==> src/rtl/ha_mul_pkg.sv <==
// Shared constants and the row-weighting function for the 8x8 approximate
// multiplier's half-adder array and its reduction pipeline.
package ha_mul_pkg;

  localparam int N_ARR = 4;
  localparam int T_W   = 9;
  localparam int B_W   = 7;
  localparam int P_W   = 16;

  // Bottom rows sit two columns above their top-row partner.
  localparam int B_OFS = 2;

  function automatic int row_base(input int k);
    return 2 * k;
  endfunction

  // A_k: top row rooted at column 2k, bottom row at 2k+2, truncated to P_W bits.
  function automatic logic [P_W-1:0] row_weight(input logic [T_W-1:0] t,
                                                input logic [B_W-1:0] b,
                                                input int k);
    logic [P_W-1:0] tw;
    logic [P_W-1:0] bw;
    tw = P_W'(t) << row_base(k);
    bw = P_W'(b) << (row_base(k) + B_OFS);
    return tw + bw;
  endfunction

endpackage

==> src/rtl/ha_row_weight.sv <==
// Combinational column weighting of one ha_array top/bottom row pair.
module ha_row_weight
  import ha_mul_pkg::*;
#(
  parameter int K = 0
) (
  input  logic [T_W-1:0] t,
  input  logic [B_W-1:0] b,
  output logic [P_W-1:0] a
);

  assign a = row_weight(t, b, K);

endmodule

==> src/rtl/ha_array_reduce_pipe.sv <==
// Two-stage valid/ready pipeline that accumulates the four weighted ha_array
// row pairs into the 16-bit product.
module ha_array_reduce_pipe
  import ha_mul_pkg::*;
(
  input  logic           clk,
  input  logic           rst,
  input  logic           in_valid,
  output logic           in_ready,
  input  logic [T_W-1:0] ha_array_0_t,
  input  logic [T_W-1:0] ha_array_1_t,
  input  logic [T_W-1:0] ha_array_2_t,
  input  logic [T_W-1:0] ha_array_3_t,
  input  logic [B_W-1:0] ha_array_0_b,
  input  logic [B_W-1:0] ha_array_1_b,
  input  logic [B_W-1:0] ha_array_2_b,
  input  logic [B_W-1:0] ha_array_3_b,
  output logic           out_valid,
  input  logic           out_ready,
  output logic [P_W-1:0] out_prod
);

  // Handshake: a beat moves on a port only in a cycle where valid && ready
  // are both high at the clock edge; valid never depends on ready, and data
  // is held stable while valid is high and ready is low.

  logic [T_W-1:0] t_arr [N_ARR];
  logic [B_W-1:0] b_arr [N_ARR];
  logic [P_W-1:0] a_row [N_ARR];

  assign t_arr[0] = ha_array_0_t;
  assign t_arr[1] = ha_array_1_t;
  assign t_arr[2] = ha_array_2_t;
  assign t_arr[3] = ha_array_3_t;
  assign b_arr[0] = ha_array_0_b;
  assign b_arr[1] = ha_array_1_b;
  assign b_arr[2] = ha_array_2_b;
  assign b_arr[3] = ha_array_3_b;

  for (genvar k = 0; k < N_ARR; k++) begin : g_row
    ha_row_weight #(.K(k)) u_row (
      .t (t_arr[k]),
      .b (b_arr[k]),
      .a (a_row[k])
    );
  end

  logic           v1;
  logic           v2;
  logic [P_W-1:0] s01;
  logic [P_W-1:0] s23;
  logic           adv2;
  logic           accept;

  // No skid buffer: in_ready is combinational from out_ready.
  assign adv2      = !v2 || out_ready;
  assign in_ready  = !v1 || adv2;
  assign accept    = in_valid && in_ready;
  assign out_valid = v2;

  always_ff @(posedge clk) begin
    if (rst) begin
      v1       <= 1'b0;
      v2       <= 1'b0;
      s01      <= '0;
      s23      <= '0;
      out_prod <= '0;
    end else begin
      if (accept) begin
        s01 <= a_row[0] + a_row[1];
        s23 <= a_row[2] + a_row[3];
      end
      if (accept)    v1 <= 1'b1;
      else if (adv2) v1 <= 1'b0;

      if (adv2) begin
        v2 <= v1 ? 1'b1 : (out_ready ? 1'b0 : v2);
        if (v1) out_prod <= s01 + s23;
      end
    end
  end

endmodule

==> config.mk <==
export PLATFORM = sky130hd
export DESIGN_NAME = ha_array_reduce_pipe
export DESIGN_NICKNAME = d
export VERILOG_FILES = /design/src/rtl/ha_mul_pkg.sv /design/src/rtl/ha_row_weight.sv /design/src/rtl/ha_array_reduce_pipe.sv
export SDC_FILE = /design/constraint.sdc
export NUM_CORES = 1
export LEC_CHECK = 0
export CAP_MARGIN = 20
export CORE_MARGIN = 4
export CORE_UTILIZATION = 44
export CTS_CLUSTER_SIZE = 24
export DETAILED_ROUTE_END_ITERATION = 8
export PLACE_DENSITY = 0.68
export REMOVE_ABC_BUFFERS = 1
export SETUP_SLACK_MARGIN = 0.1
export SLEW_MARGIN = 20
export SYNTH_ARGS = -nofsm -noshare
export SYNTH_HDL_FRONTEND = slang
export SYNTH_HIERARCHICAL = 1
export SYNTH_SLANG_ARGS = --single-unit
==> constraint.sdc <==
create_clock -name clk -period 4.7 [get_ports clk]
set_input_delay 1.175 -clock clk [delete_from_list [all_inputs] [get_ports clk]]
set_output_delay 1.175 -clock clk [all_outputs]
set_load 0.05 [all_outputs]
== Word-level counts from Yosys, hierarchy flattened ==
Index checks and enable logic that the tools add are counted.

* Bits in registers: 50
* Input bits: 68
* Output and inout bits: 18
* Logic and storage cells: 25

* $add $sub $neg: 7
* Muxes and demuxes: 4
* Reduce and logical (&&, ||, !) cells: 9

{| class="wikitable"
|+ Operators with widths
! operator !! number
|-
| $add 16x16->16 || 3
|-
| $add 15x15->16 || 1
|-
| $add 13x13->14 || 1
|-
| $add 11x11->12 || 1
|-
| $add 9x9->10 || 1
|-
| $mux 1 || 4
|-
| $reduce_and 2->1 || 2
|-
| $reduce_bool 2->1 || 2
|-
| $logic_not 1->1 || 2
|-
| $logic_or 1x1->1 || 2
|-
| $logic_and 1x1->1 || 1
|}

== Depth between registers and ports, before layout ==
Gate-level depths: netlist of the first run.

* Depth in word-level cells: 5
* Gate-level depth with buffers: 14
* Mapped depth without buffers: 14

== By module ==
The synthesis of the first run kept the hierarchy.

{| class="wikitable"
|+ Modules (own cells, without submodules)
! module !! instances !! cells an instance !! area each (um2) !! seq. area each (um2)
|-
| ha_array_reduce_pipe || 1 || 506 || 3991.3 || 1001.0
|-
| ha_row_weight || 4 || 46 || 350.3 || 0.0
|}

== Worst setup path before layout of the first run ==
Ideal clock, no wire load.

* Path kind: input to register
* Start point: input port ha_array_0_b[3]
* End point: register s01[12]
* Arrival: 3581 ps
* Path slack: 1005 ps
* Stages: 12
* Path buffers: 0
* Cell sequence: ha_1 a21oi_2 nor2b_1 a311oi_2 xnor2_1 ha_1 a2111oi_2 a21bo_1 a41o_1 a21oi_2 xnor2_1 a21o_1

{| class="wikitable"
|+ RTL lines
! item !! line !! source
|-
| from (decl) || ha_array_reduce_pipe.sv:14 || <nowiki>input logic [B_W-1:0] ha_array_0_b,</nowiki>
|-
| to (signal assigned) || ha_array_reduce_pipe.sv:70 || <nowiki>s01 <= a_row[0] + a_row[1];</nowiki>
|-
| to (decl) || ha_array_reduce_pipe.sv:50 || <nowiki>logic [P_W-1:0] s01;</nowiki>
|}

==> results of run 1 <==
-- routing by layer --
metal	part of all wire	vias to the layer above	wire, µm	GRT usage
li1	-	2581	-	-
met1	0.48	2230	5740	0.224
met2	0.47	94	5680	0.295
met4	0.0074	0	89	0.0319
met3	0.044	9	527	0.0258
met5	0	-	0	0
-- through the flow --
stage / setup slack [ns] / hold slack [ns]
floorplan: 1.01 / 0.424
global placement: 0.450 / 0.439
detailed placement: 0.352 / 0.446
CTS: 0.651 / 0.455
global route: 0.417 / 0.476
finish: 0.671 / 0.453
-- worst min path at each step --
stage,startpoint,to,depth (start not counted)
2_1_floorplan,s23[12],s23[12],2
3_3_place_gp,out_prod[10],out_prod[10],2
3_5_place_dp,out_prod[10],out_prod[10],2
4_1_cts,out_prod[9],out_prod[9],2
5_1_grt,out_prod[1],out_prod[1],2
6_report,out_prod[10],out_prod[10],2
-- Yosys cell counts, types with 8 or more instances --
cell / count
a31oi_1: 9
mux2i_1: 8
o21ai_0: 21
inv_1: 29
a211o_1: 8
ha_1: 73
nand3_1: 17
a21oi_1: 70
buf_4: 33
o21a_1: 9
nor3_1: 17
xnor2_1: 29
nor2b_1: 18
clkbuf_1: 19
nand2_1: 76
and3_1: 11
dfxtp_1: 50
nor2_1: 43
a211oi_1: 15
a21o_1: 20
-- cell type report --
class / count / area share
Sequential cell: 50 / 0.158
Multi-Input combinational cell: 575 / 0.633
Tap cell: 147 / 0.0289
Clock buffer: 8 / 0.0262
Timing Repair Buffer: 88 / 0.137
Inverter: 29 / 0.0171
-- registers in the layout (all words and copies together) (netlist names) --
signal,flops
v1,1
s23,16
s01,16
out_prod,16
out_valid,1
-- power by group --
| group | switching (mW) | leakage [nW] | internal [mW] |
|---|---|---|---|
| logic | 0.581 | 2.29 | 0.463 |
| clock network | 0.151 | 0.0832 | 0.241 |
| registers | 0.0411 | 0.411 | 0.486 |
-- worst max-delay path: stages --
cell and delay [ns]:
clkdlybuf4s50_1 0.46, ha_1 0.17, inv_1 0.05, fa_1 0.39
nor2b_1 0.17, o31a_1 0.18, mux2i_1 0.19, nand2_1 0.07
ha_1 0.35, nand2_1 0.09, nor3_1 0.29, a21boi_1 0.16
o21a_1 0.21, nor4_1 0.14, nand3b_1 0.13
-- kinds of logic after synthesis --
group | count (synthesis) | synth area share
buf+inv | 85 | 0.0826
mux | 8 | 0.0148
fa+ha+maj | 80 | 0.195
simple gates | 212 | 0.185
compound gates | 217 | 0.278
other cells | 4 | 0.00278
flops | 50 | 0.186
xor+xnor | 34 | 0.0552
==> qor.yml, run 1 <==
outcome:
  status: "finished clean"
setup_path:
  cp-end-kind: "flop"
  required_ns: 4.93
  reg2reg_from: "s01[0]"
  crit_end: "s01[11]"
  reg2reg_to: "out_prod[12]"
  worst_setup_path_start_kind: "primary input"
  critPathLaunch: "ha_array_0_b[0]"
  cp.arrival_ns: 4.25
  reg2reg_depth: 8
  r2r_slack_ns: 2.19
  path_max_fanout: 5
  crit_type: "in -> reg"
drt:
  finalWirelength_mm: 12.0
  wl_per_cell_um: 13.4
  first_pass_iters: 4
  vias: 4914
  drt_iter0_markers: 240
  drtAntennaViolNets: 0
  avgViaCountPerCell: 5.48
  drc: 0
placed_design:
  post-place-cells: 889
  port_buffers: 85
  dp_hpwl_mm: 9.52
  gp_congestion: 0.896
  placed_area_mm2: 0.00619
layout:
  multi_input_area_mm2: 0.00402
  fin_cells: 897
  fin_util: 0.529
  final_nets: 897
  fillers: 1207
  regArea_mm2: 0.00100
  area_delta_synth_final_pct: 17.8
  num_antenna_cells: 0
  layout-drive-gt1-share: 0.0400
  layout_commonest_cell: "clkdlybuf4s50_1"
  layout_common_cells: "85 x clkdlybuf4s50_1, 76 x nand2_1, 73 x ha_1"
  fin_area_mm2: 0.00635
yosys:
  yosys_warnings: 6
  ys_seq_area_frac: 0.186
  ys_types: 67
  synthArstFlopShare: 0
  netlist.area_leader.share: 0.186
  synthesis.area_mm2: 0.00539
  yosys_register_bits: 50
  syn_inst: 690
  synth_largest_area_cell: "dfxtp_1"
  synth_edf_count: 0
  synthFlopType: "dfxtp_1"
  avgSynthCellArea_um2: 7.82
  yosys-top-cells-area: "dfxtp_1 19%, ha_1 17%, a21oi_1 6.5%"
clocking:
  postCtsResizedCells: 0
  cts.root.buffer_cell: "clkbuf_16"
  clk_path_buf_depth: 2
  cts_tree: "yes"
  post_cts_buffers: 0
  cts_max_level: 2
  cts_hold_buf: 0
  path_clk_slew_ns: 0.06
  numCtsBuffers: 5
  clk-insertion-delay-late_ns: 0.29
  cts_sinks: 50
global_routing:
  grt_max_degree: 51
  grt_pass1_wl_mm: 20.7
  grt-ovfl-total: 0
  grt_usage: 0.170
  antenna_found_initial: 0
  grt_pass1_vias: 4708
floorplan:
  start_util: 0.449
  io_pins: 86
  coreArea_mm2: 0.0120
  num_rows: 40
  die_area_mm2: 0.0141
  die_w_um: 119
  die_y_um: 119
sta:
  worst_pin_slew_ns: 0.947
  fin_crit_ns: 4.03
  slew_violations: 0
  setup_viol: 0
  finClkSkew_ns: 0.00480
  fmax_mhz: 248
  rsz0062_at_grt: "no"
  tns_ns: 0
  relSlewSlack: 0.368
  hold_viol: 0
  post-route-period-util: 0.857
power:
  powerDensity_mw_per_mm2: 309
  ir_worst_vdd_uv: 126
  finalPower_mw: 1.96
  p_leak_nw: 2.79
worst_hold_path:
  hold_class: "reg -> reg"
job:
  cap_violations: 0
(Power assumes the default switching activity.)
==> run 2, diff against run 1 <==
- REMOVE_ABC_BUFFERS: 1 -> not set
==> run 2 against run 1 <==
Effect of this change: critical endpoint unchanged; hold slack better by 0.0040 ns; largest cell class unchanged; clock power up 8.9%; register-to-register slack worse by 0.02 ns; die area unchanged; combinational power about the same.
==> qor.yml, run 2 (synthesis gave the netlist of run 1 again) <==
setup_path:
  crit_type: "in -> reg"
  worst_setup_path_start_kind: "primary input"
  cp.arrival_ns: 4.26  # about the same
  cp-end-kind: "flop"
  r2r_slack_ns: 2.17  # -0.02 ns
  reg2reg_depth: 8  # unchanged
  path_max_fanout: 5  # unchanged
  required_ns: 4.87  # -0.06 ns
layout:
  reg.largest.list: "out_prod: 16 flops, s01: 16 flops, s23: 16 flops"
  layout_common_cells: "85 x clkdlybuf4s50_1, 76 x nand2_1, 73 x ha_1"
  multi_input_area_mm2: 0.00402  # unchanged
  layout_commonest_cell: "clkdlybuf4s50_1"
  final_nets: 897  # unchanged
  regArea_mm2: 0.00100  # unchanged
  area_delta_synth_final_pct: 18.1
  fillers: 1158  # -4.1%
  num_antenna_cells: 0  # unchanged
  layout-drive-gt1-share: 0.0400  # unchanged
clocking:
  cts.root.buffer_cell: "clkbuf_16"
  cts_hold_buf: 0  # unchanged
  post_cts_buffers: 0  # unchanged
  cts_tree: "yes"
  numCtsBuffers: 5  # unchanged
  cts_max_level: 2  # unchanged
  clk_path_buf_depth: 2  # unchanged
  clk-insertion-delay-late_ns: 0.29  # about the same
  postCtsResizedCells: 0  # unchanged
  path_clk_slew_ns: 0.07  # about the same
  cts_sinks: 50  # unchanged
floorplan:
  start_util: 0.449  # unchanged
  die_area_mm2: 0.0141  # unchanged
  num_rows: 40  # unchanged
  die_y_um: 119  # unchanged
  io_pins: 86  # unchanged
  die_w_um: 119  # unchanged
  coreArea_mm2: 0.0120  # unchanged
drt:
  finalWirelength_mm: 12.7  # +5.3%
  vias: 4956  # +0.85%
  wl_per_cell_um: 14.1  # +5.3%
  drt_iter0_markers: 274  # +14%
  first_pass_iters: 4  # unchanged
  drtAntennaViolNets: 0  # unchanged
  avgViaCountPerCell: 5.53  # +0.85%
  drc: 0  # unchanged
sta:
  finClkSkew_ns: 0.00674  # +0.00194 ns
  hold_viol: 0  # unchanged
  setup_viol: 0  # unchanged
  fmax_mhz: 245  # -1.5%
  post-route-period-util: 0.870  # +0.0128
  slew_violations: 0  # unchanged
  tns_ns: 0  # unchanged
  fin_crit_ns: 4.09  # +0.0601 ns
  rsz0062_at_grt: "no"
  worst_pin_slew_ns: 0.972  # +0.0250 ns
  relSlewSlack: 0.352  # -0.0166
placed_design:
  gp_congestion: 0.908  # +1.4%
  port_buffers: 85  # unchanged
  dp_hpwl_mm: 10.2  # +7.5%
job:
  cap_violations: 0  # unchanged
power:
  p_leak_nw: 2.79  # +0.15%
  finalPower_mw: 2.01  # +2.4%
  powerDensity_mw_per_mm2: 316  # +2.2%
  ir_worst_vdd_uv: 150  # +19%
global_routing:
  grt-ovfl-total: 0  # unchanged
  grt_usage: 0.178  # +0.00811
  grt_pass1_wl_mm: 21.6  # +4.4%
  grt_max_degree: 52  # +2.0%
  antenna_found_initial: 0  # unchanged
  grt_pass1_vias: 4718  # +0.21%
worst_hold_path:
  holdPathStages: 2  # unchanged
  hold_class: "reg -> reg"
outcome:
  status: "finished clean"
[run 2: path summary, 6_finish.rpt]
path,from,end
setup / recovery,ha_array_0_b[0],s01[11]
hold / removal,out_prod[0],out_prod[0]
setup reg to reg,s01[0],out_prod[12]
hold reg to reg,out_prod[0],out_prod[0]
[run 2: critical path, cell delays in order]
cell             delay (ns)
clkdlybuf4s50_1        0.46
ha_1                   0.17
inv_1                  0.06
fa_1                   0.39
nor2b_1                0.17
o31a_1                 0.18
mux2i_1                0.24
nand2_1                0.08
ha_1                   0.34
a21oi_1                0.16
o21a_1                 0.16
a21boi_1               0.28
o21a_1                 0.18
nor4_1                 0.05
nand3b_1               0.17
[run 2: power by group]
| group | leakage (nW) | switching [mW] | total (mW) | internal, mW |
|---|---|---|---|---|
| clock | 0.0875 | 0.159 | 0.427 | 0.268 |
| combinational | 2.29 | 0.595 | 1.06 | 0.464 |
| sequential | 0.411 | 0.0375 | 0.523 | 0.486 |
| total | 2.79 | 0.792 | 2.01 | 1.22 |
[run 2: final cells by class]
cell class	instances	area share
multi-input combinational	575	0.632
sequential	50	0.157
timing repair buffer	88	0.137
tap	147	0.0289
clock buffer	6	0.0218
inverter	29	0.0171
clock inverter	2	0.00609
[run 2: stage by stage]
step / instance area (µm²) / hold slack (ns) / util / std cells / worst slack [ns]
final: 6370 / 0.457 / 0.530 / 897 / 0.611
after global routing: 6370 / 0.470 / 0.530 / 897 / 0.397
after CTS: 6370 / 0.458 / 0.530 / 897 / 0.650
after detailed placement: 6190 / 0.448 / 0.515 / 889 / 0.365
after global placement: 6190 / 0.440 / 0.515 / 889 / 0.461
after floorplan: 5470 / 0.424 / - / 710 / 1.01
[run 2: metal layers]
layer	global-route usage	wire length, µm	vias to the layer above
li1	-	-	2586
met1	0.238	6100	2275
met2	0.312	6060	82
met3	0.0191	379	13
met4	0.0319	129	0
met5	0	0	-
==> run 3, diff against run 2 <==
- clock period: 4.7 -> 4.2 ns (I/O delays scaled with it)
==> run 3 against run 2 <==
Effect of this change: clock power fell by 2%; via count up 0.61%; highest routed layer unchanged; core utilization hardly changed; cell count grew 0.11%.
==> qor.yml, run 3 (synthesis gave the netlist of run 1 again) <==
placed_design:
  pre_cts_ws_ns: -0.00455  # -0.370 ns
  placed_area_mm2: 0.00620  # +0.12%
  dp_hpwl_mm: 10.0  # -2.2%
  port_buffers: 85  # unchanged
  gp_congestion: 0.884  # -2.6%
power:
  finalPower_mw: 2.20  # +9.4%
  p_leak_nw: 2.79  # -0.19%
  ir_worst_vdd_uv: 163  # +8.8%
  powerDensity_mw_per_mm2: 346  # +9.5%
sta:
  post-route-period-util: 0.924
  slew_violations: 0  # unchanged
  finClkSkew_ns: 0.00875  # +0.00201 ns
  fmax_mhz: 258
  fin_crit_ns: 3.88
  hold_viol: 0  # unchanged
  setup_ws_ns: 0.318  # -0.293 ns
  rsz0062_at_grt: "no"
  whs_ns: 0.454  # -0.00309 ns
  worst_pin_slew_ns: 0.972  # +0.0000954 ns
  setup_viol: 0  # unchanged
  relSlewSlack: 0.352  # about the same
  tns_ns: 0  # unchanged
clocking:
  cts_tree: "yes"
  path_clk_slew_ns: 0.07  # about the same
  clk_path_buf_depth: 2  # unchanged
  cts.root.buffer_cell: "clkbuf_16"
  clk-insertion-delay-late_ns: 0.29  # about the same
  numCtsBuffers: 5  # unchanged
  post_cts_buffers: 0  # unchanged
  cts_max_level: 2  # unchanged
  cts_sinks: 50  # unchanged
floorplan:
  num_rows: 40  # unchanged
  die_y_um: 119  # unchanged
  coreArea_mm2: 0.0120  # unchanged
  die_w_um: 119  # unchanged
  die_area_mm2: 0.0141  # unchanged
  io_pins: 86  # unchanged
  start_util: 0.449  # unchanged
drt:
  met2_length_mm: 5.72  # -5.5%
  drtAntennaViolNets: 0  # unchanged
  drt_iter0_markers: 291  # +6.2%
  met3RoutedLength_um: 526  # +39%
  finalWirelength_mm: 12.5  # -1.6%
  wl_per_cell_um: 13.9  # -1.7%
  maxUsedRoutingLayer: "met4"
  drt-met1-wl_mm: 5.99  # -1.8%
  vias: 4986  # +0.61%
  drc: 0  # unchanged
  first_pass_iters: 5  # +1
  avgViaCountPerCell: 5.55  # +0.49%
global_routing:
  grt_pass1_wl_mm: 21.1  # -2.6%
  grt_max_degree: 51  # -1.9%
  grt_usage: 0.174  # -0.00386
  antenna_found_initial: 0  # unchanged
  grt-ovfl-total: 0  # unchanged
  grt_pass1_vias: 4633  # -1.8%
job:
  cap_violations: 0  # unchanged
layout:
  layout_common_cells: "85 x clkdlybuf4s50_1, 76 x nand2_1, 73 x ha_1"
  reg.largest.list: "out_prod: 16 flops, s01: 16 flops, s23: 16 flops"
  layout_commonest_cell: "clkdlybuf4s50_1"
  num_antenna_cells: 0  # unchanged
  layout-drive-gt1-share: 0.0453  # +0.00527
  final_nets: 898  # +0.11%
  area_delta_synth_final_pct: 18.0  # about the same
  fin_area_mm2: 0.00636  # about the same
setup_path:
  required_ns: 4.39  # -0.48 ns
  critPathMaxStageDelay_ns: 0.46  # about the same
  path_common_cell: "ha_1"
  worst_setup_path_start_kind: "primary input"
  crit_chain: "clkdlybuf4s50_1 > ha_1 > inv_1 > fa_1 > nor2b_1 > o31a_1 > a21oi_1 > ha_1 > a2111oi_2 > a21bo_1 > a41o_1 > a21oi_2 > xnor2_1 > a21o_1"
  r2r_slack_ns: 1.68  # -0.49 ns
  crit_buf_inv: 2  # unchanged
  crit_type: "in -> reg"
  cp-end-kind: "flop"
  path_max_fanout: 3  # -2
  cp_slowest_cell: "clkdlybuf4s50_1"
  cp.arrival_ns: 4.07  # -0.19 ns
  crit_family: "compound AO/OA/AOI/OAI gates"
outcome:
  status: "finished clean"
worst_hold_path:
  hold_class: "reg -> reg"
-- run 3: layout make-up --
| type | instances | area (µm²) |
|---|---|---|
| repair buffers | 89 | 881 |
| well taps | 147 | 184 |
| inverters | 29 | 109 |
| multi-input cells | 575 | 4030 |
| fillers | 1177 | 5650 |
| clock inverters | 3 | 28.8 |
| clock buffers | 5 | 125 |
| flip-flops and latches | 50 | 1000 |
-- run 3: tightest hold or removal path, cell delays in order, from the launching register on --
cell and delay, ns:
dfxtp_1 0.31, nand2_1 0.05, a21oi_1 0.05
-- run 3: worst paths after layout --
kind / start / end / depth (start not counted)
min reg2reg: out_prod[10] / out_prod[10] / 2
min: out_prod[10] / out_prod[10] / 2
max: ha_array_0_t[2] / s01[12] / 14
max reg2reg: s01[0] / out_prod[12] / 8
-- run 3: per-layer routing --
layer / vias up / track usage
li1: 2585 / -
met1: 2294 / 0.239
met2: 92 / 0.290
met3: 15 / 0.0206
met4: 0 / 0.0427
met5: - / 0
-- run 3: report_power, final --
group | switching [mW] | leakage (nW) | internal, mW | total (mW)
Clock | 0.190 | 0.0759 | 0.227 | 0.417
Sequential | 0.0414 | 0.411 | 0.543 | 0.585
Combinational | 0.671 | 2.30 | 0.526 | 1.20
-- run 3: timing repair --
item / CTS / global route
gates resized for setup: 0 / 3
endpoints found under the setup margin: 0 / 3
hold buffers: 0 / 0
-- run 3: per-stage QoR --
stage	instances	utilization
CTS	898	0.529
floorplan	710	-
global route	898	0.530
global placement	890	0.516
finish	898	0.530
detailed placement	890	0.516
